<file path="src/rtl/coin_start_seq.sv">
// coin_start_seq: turns Start-1 / Start-2 / coin key presses into timed
// coin-then-start pulse sequences on a shared coin line for the arcade core.
//
// Ports:
//   clk_sys    in  system clock
//   reset      in  synchronous, active-high reset
//   start1_in  in  1P start request level
//   start2_in  in  2P start request level
//   coin_in    in  direct coin key level
//   coin_out   out registered coin line
//   start1_out out registered 1P start
//   start2_out out registered 2P start
//   busy       out registered, high while a sequence is running
module coin_start_seq #(
    parameter int COIN_LEN  = 1_800_000,
    parameter int GAP_LEN   = 3_600_000,
    parameter int START_LEN = 1_800_000,
    parameter int CNT_W     = 22
) (
    input  logic clk_sys,
    input  logic reset,
    input  logic start1_in,
    input  logic start2_in,
    input  logic coin_in,
    output logic coin_out,
    output logic start1_out,
    output logic start2_out,
    output logic busy
);

    typedef enum logic [1:0] {IDLE, COIN, GAP, START} state_t;
    typedef enum logic [1:0] {SEL_S1, SEL_S2, SEL_C} sel_t;

    localparam logic [CNT_W-1:0] COIN_LD  = CNT_W'(COIN_LEN - 1);
    localparam logic [CNT_W-1:0] GAP_LD   = CNT_W'(GAP_LEN - 1);
    localparam logic [CNT_W-1:0] START_LD = CNT_W'(START_LEN - 1);

    // Request bit order: [0]=start1, [1]=start2, [2]=coin
    state_t           state, state_n;
    sel_t             sel, sel_n;
    logic [1:0]       coins_left, coins_n;
    logic [CNT_W-1:0] cnt, cnt_n;
    logic [2:0]       in_q, prev, pend, pend_n;
    logic [2:0]       rise, grant, serve;

    always_comb begin
        state_n = state;
        sel_n   = sel;
        coins_n = coins_left;
        cnt_n   = (cnt != '0) ? cnt - CNT_W'(1) : cnt;
        grant   = 3'b000;
        rise    = in_q & ~prev;

        unique case (state)
            IDLE: begin
                if (pend[0]) begin
                    grant   = 3'b001;
                    sel_n   = SEL_S1;
                    coins_n = 2'd1;
                end else if (pend[1]) begin
                    grant   = 3'b010;
                    sel_n   = SEL_S2;
                    coins_n = 2'd2;
                end else if (pend[2]) begin
                    grant   = 3'b100;
                    sel_n   = SEL_C;
                    coins_n = 2'd1;
                end
                if (|pend) begin
                    state_n = COIN;
                    cnt_n   = COIN_LD;
                end
            end
            COIN: begin
                if (cnt == '0) begin
                    coins_n = coins_left - 2'd1;
                    cnt_n   = GAP_LD;
                    state_n = GAP;
                end
            end
            GAP: begin
                if (cnt == '0) begin
                    if (coins_left != 2'd0) begin
                        cnt_n   = COIN_LD;
                        state_n = COIN;
                    end else if (sel == SEL_C) begin
                        state_n = IDLE;
                    end else begin
                        cnt_n   = START_LD;
                        state_n = START;
                    end
                end
            end
            START: begin
                if (cnt == '0) begin
                    state_n = IDLE;
                end
            end
            default: state_n = IDLE;
        endcase

        // A start request is in service for its whole sequence; a coin
        // request only while its pulse is out, so a new coin key press
        // during the gap queues another coin.
        serve[0] = grant[0] | (state != IDLE && sel == SEL_S1);
        serve[1] = grant[1] | (state != IDLE && sel == SEL_S2);
        serve[2] = grant[2] | (state == COIN && sel == SEL_C);
        pend_n   = (pend & ~grant) | (rise & ~serve);
    end

    always_ff @(posedge clk_sys) begin
        if (reset) begin
            state      <= IDLE;
            sel        <= SEL_S1;
            coins_left <= 2'd0;
            cnt        <= '0;
            // Reset high so a button held through reset never triggers
            in_q       <= 3'b111;
            prev       <= 3'b111;
            pend       <= 3'b000;
            coin_out   <= 1'b0;
            start1_out <= 1'b0;
            start2_out <= 1'b0;
            busy       <= 1'b0;
        end else begin
            state      <= state_n;
            sel        <= sel_n;
            coins_left <= coins_n;
            cnt        <= cnt_n;
            in_q       <= {coin_in, start2_in, start1_in};
            prev       <= in_q;
            pend       <= pend_n;
            coin_out   <= (state_n == COIN);
            start1_out <= (state_n == START) && (sel_n == SEL_S1);
            start2_out <= (state_n == START) && (sel_n == SEL_S2);
            busy       <= (state_n != IDLE);
        end
    end

endmodule

</file>
<file path="config.mk">
export PLATFORM = sky130hd
export DESIGN_NAME = coin_start_seq
export DESIGN_NICKNAME = d
export VERILOG_FILES = /design/src/rtl/coin_start_seq.sv
export SDC_FILE = /design/constraint.sdc
export NUM_CORES = 1
export LEC_CHECK = 0
export ABC_AREA = 1
export CAP_MARGIN = 25
export CORE_ASPECT_RATIO = 1.2
export CORE_UTILIZATION = 35
export DETAILED_ROUTE_END_ITERATION = 10
export GPL_TIMING_DRIVEN = 0
export PLACE_DENSITY = 0.5
export SETUP_SLACK_MARGIN = 0.5
export SLEW_MARGIN = 20
export SYNTH_ARGS = -nofsm -noshare
export SYNTH_HDL_FRONTEND = slang
export SYNTH_SLANG_ARGS = --single-unit
</file>
<file path="constraint.sdc">
create_clock -name clk_sys -period 5.1 [get_ports clk_sys]
set_clock_uncertainty 0.15 [all_clocks]
set_input_delay 1.02 -clock clk_sys [delete_from_list [all_inputs] [get_ports clk_sys]]
set_output_delay 1.02 -clock clk_sys [all_outputs]
set_load 0.03 [all_outputs]
</file>
==> results.json <==
{
  "post-place-ws_ns": 2.26,
  "slew_viol_final": 0,
  "synth_seq_cells": 41,
  "core.rowCount": 32,
  "power.density_nw_per_um2": 550,
  "fin_crit_sh": 0.486,
  "hold_start": "in_q[2]",
  "dieArea_sq_um": 7010,
  "r2r_slack_ns": 3.00,
  "grtUsageTotal": 0.182,
  "overflow": 0,
  "postCtsHoldBufs": 0,
  "min_to": "prev[2]",
  "vias_per_cell": 4.63,
  "clk_pin_slew_ns": 0.08,
  "critPathMaxFanout": 10,
  "n_antenna_cell": 0,
  "syn_area_sq_um": 2340,
  "avgSynthCellArea_sq_um": 6.56,
  "ioPinCount": 9,
  "antenna_found_initial": 0,
  "routedWlPerCell_microns": 12.7,
  "r2r_cells": 8,
  "period_needed_ns": 2.48,
  "post_cts_resized": 0,
  "grt_max_degree": 15,
  "coreArea_sq_um": 6450,
  "drive_gt1_frac": 0.124,
  "synth_top_area_share": 0.351,
  "cts_setup_buffers": 0,
  "slowest_delay_ns": 0.55,
  "fillers": 724,
  "netlist_instances": 356,
  "ant_nets": 0,
  "fmax_mhz": 403,
  "worstSetupPathType": "input pin to flop",
  "die_height_microns": 91.5,
  "critPathArrivalTime_ns": 2.48,
  "cp.required_ns": 5.10,
  "maxCapViolCount": 0,
  "syn2layout_area_growth_pct": 13.9,
  "start_kind": "input pin",
  "timing_hold_violations_final": 0,
  "whs_path_depth": 1,
  "synth_warnings": 0,
  "path_buf_inv": 3,
  "cp-end-kind": "flop",
  "drc": 0,
  "dp_hpwl_mm": 4.46,
  "tns_ns": 0,
  "fin_util": 0.413,
  "synth_nets": 365,
  "detail_route.first_pass.iterations": 4,
  "rsz0062_at_grt": "false",
  "crit_top_cell": "clkbuf_1",
  "relSlewSlack": 0.567,
  "grt_pass1_vias": 2042,
  "cts.sinks": 41,
  "cts_buffers": 5,
  "drtIter0Drc": 88,
  "vias": 2117,
  "status": "finished, final reports clean",
  "setup_viol": 0,
  "crit_family": "buffers and inverters",
  "min_path_type": "flop to flop",
  "ctsRootBufferMaster": "clkbuf_8",
  "fin_nets": 380,
  "yosysSeqAreaShare": 0.351,
  "clk_latency_ns": 0.30,
  "cpMaxStageDelayCell": "clkbuf_1",
  "routed_wl_mm": 5.78,
  "r2r-start": "cnt[0]",
  "h-tree-depth": 2,
  "leakage_nw": 1.30,
  "crit_chain": "clkdlybuf4s50_1 > clkbuf_1 > clkbuf_1 > a221oi_1",
  "synthTopCellsByArea": "dfxtp_1 35%, nand2_1 14%, nor2_1 9.5%",
  "die_w_microns": 76.6,
  "setup_ws_ns": 2.62,
  "tightest_slew_ns": 0.649,
  "start_util": 0.362,
  "cts_tree": "yes",
  "synth_top_area_cell": "dfxtp_1",
  "grt_pass1_wl_mm": 9.72,
  "ir_drop_v": 0.000183,
  "timing.rr.end": "cnt[16]",
  "synth_cell_types": 34,
  "gp_congestion": 0.892,
  "clockBufferDepth": 2,
  "port_buffers": 8
}
## placed cells by master, fill, tap and decap left out, types with 7 or more instances in the layout
cell type / n
nor2_1: 59
dfxtp_1: 41
a21oi_1: 12
xor2_1: 8
o21ai_0: 12
inv_1: 47
nand2_1: 90
clkdlybuf4s50_1: 8
or2_2: 7
nor2_2: 9
nand3_1: 22
## worst register-to-register path, cell delays in order, from the launching register on
cell and delay (ns):
dfxtp_1 0.33, inv_1 0.14, ha_1 0.33, nand4_1 0.27, nor2_1 0.34, nand2_1 0.12, xnor2_1 0.14, o21ai_0 0.14
inv_1 0.05
## power breakdown
group	internal, W	switching [W]	total, W
Clock	0.000197	0.000129	0.000327
Sequential	0.000389	0.0000753	0.000464
Combinational	0.000243	0.000431	0.000674
Total	0.000829	0.000635	0.00146
## kinds of logic (layout without fill, tap and decap cells)
family,Yosys count,after routing,synth area share
AO/OA/AOI/OAI,33,33,0.0830
AND/OR/NAND/NOR,208,208,0.400
adder cells (fa/ha/maj),4,4,0.0214
buffers and inverters,58,74,0.0996
flip-flops,41,41,0.351
XOR/XNOR,12,12,0.0450
## cell usage after synthesis, drive strengths merged
master  count
nor3        2
a211oi      2
inv        51
and3        1
o22ai       1
a31oi       1
nand3      24
a221oi      1
a21oi      14
o21bai      1
o21ai      12
ha          4
nand4       5
xor2        8
o211ai      1
nor2       72
buf         5
or2         7
nand3b      2
and2        1
dfxtp      41
xnor2       4
clkbuf      2
nand2      94
## state kept, by name, summed over array words and instances (netlist names)
| register | cells |
|---|---|
| start2_out | 1 |
| state | 2 |
| coin_out | 1 |
| sel | 2 |
| busy | 1 |
| cnt | 22 |
| prev | 3 |
| start1_out | 1 |
| coins_left | 2 |
| in_q | 3 |
| pend | 3 |
## routing by layer
metal / up-vias / wire length (microns) / track usage
li1: 1135 / - / -
met1: 941 / 2510 / 0.198
met2: 31 / 3000 / 0.340
met3: 10 / 157 / 0.0332
met4: 0 / 120 / 0.0737
met5: - / 0 / 0
## how the worst max path moves through the flow
stage	to	cells past startpoint	startpoint	slack, ns
5_1_grt	pend[2]	4	reset	2.47
3_3_place_gp	pend[2]	4	reset	2.25
6_report	pend[2]	4	reset	2.62
3_5_place_dp	pend[2]	4	reset	2.26
4_1_cts	pend[2]	4	reset	2.58
2_1_floorplan	pend[2]	3	reset	3.18
## cell type report
type,count,area (sq um),area share
plain buffers,7,41.3,0.0155
clock buffers,5,68.8,0.0259
clock inverters,3,68.8,0.0259
inverters,51,191,0.0720
multi-input cells,257,1280,0.482
flip-flops and latches,41,821,0.309
well taps,85,106,0.0400
repair buffers,8,80.1,0.0301
## metrics by stage
step / hold slack, ns / cell area (sq um) / cells / total power (W)
detailed placement: 0.280 / 2520 / 449 / 0.00114
global route: 0.322 / 2660 / 457 / 0.00160
CTS: 0.301 / 2660 / 457 / 0.00147
global placement: 0.277 / 2520 / 449 / 0.00114
floorplan: 0.267 / 2340 / 356 / 0.000998
finish: 0.299 / 2660 / 457 / 0.00146
No activity file was read; power rests on OpenSTA's default activity.
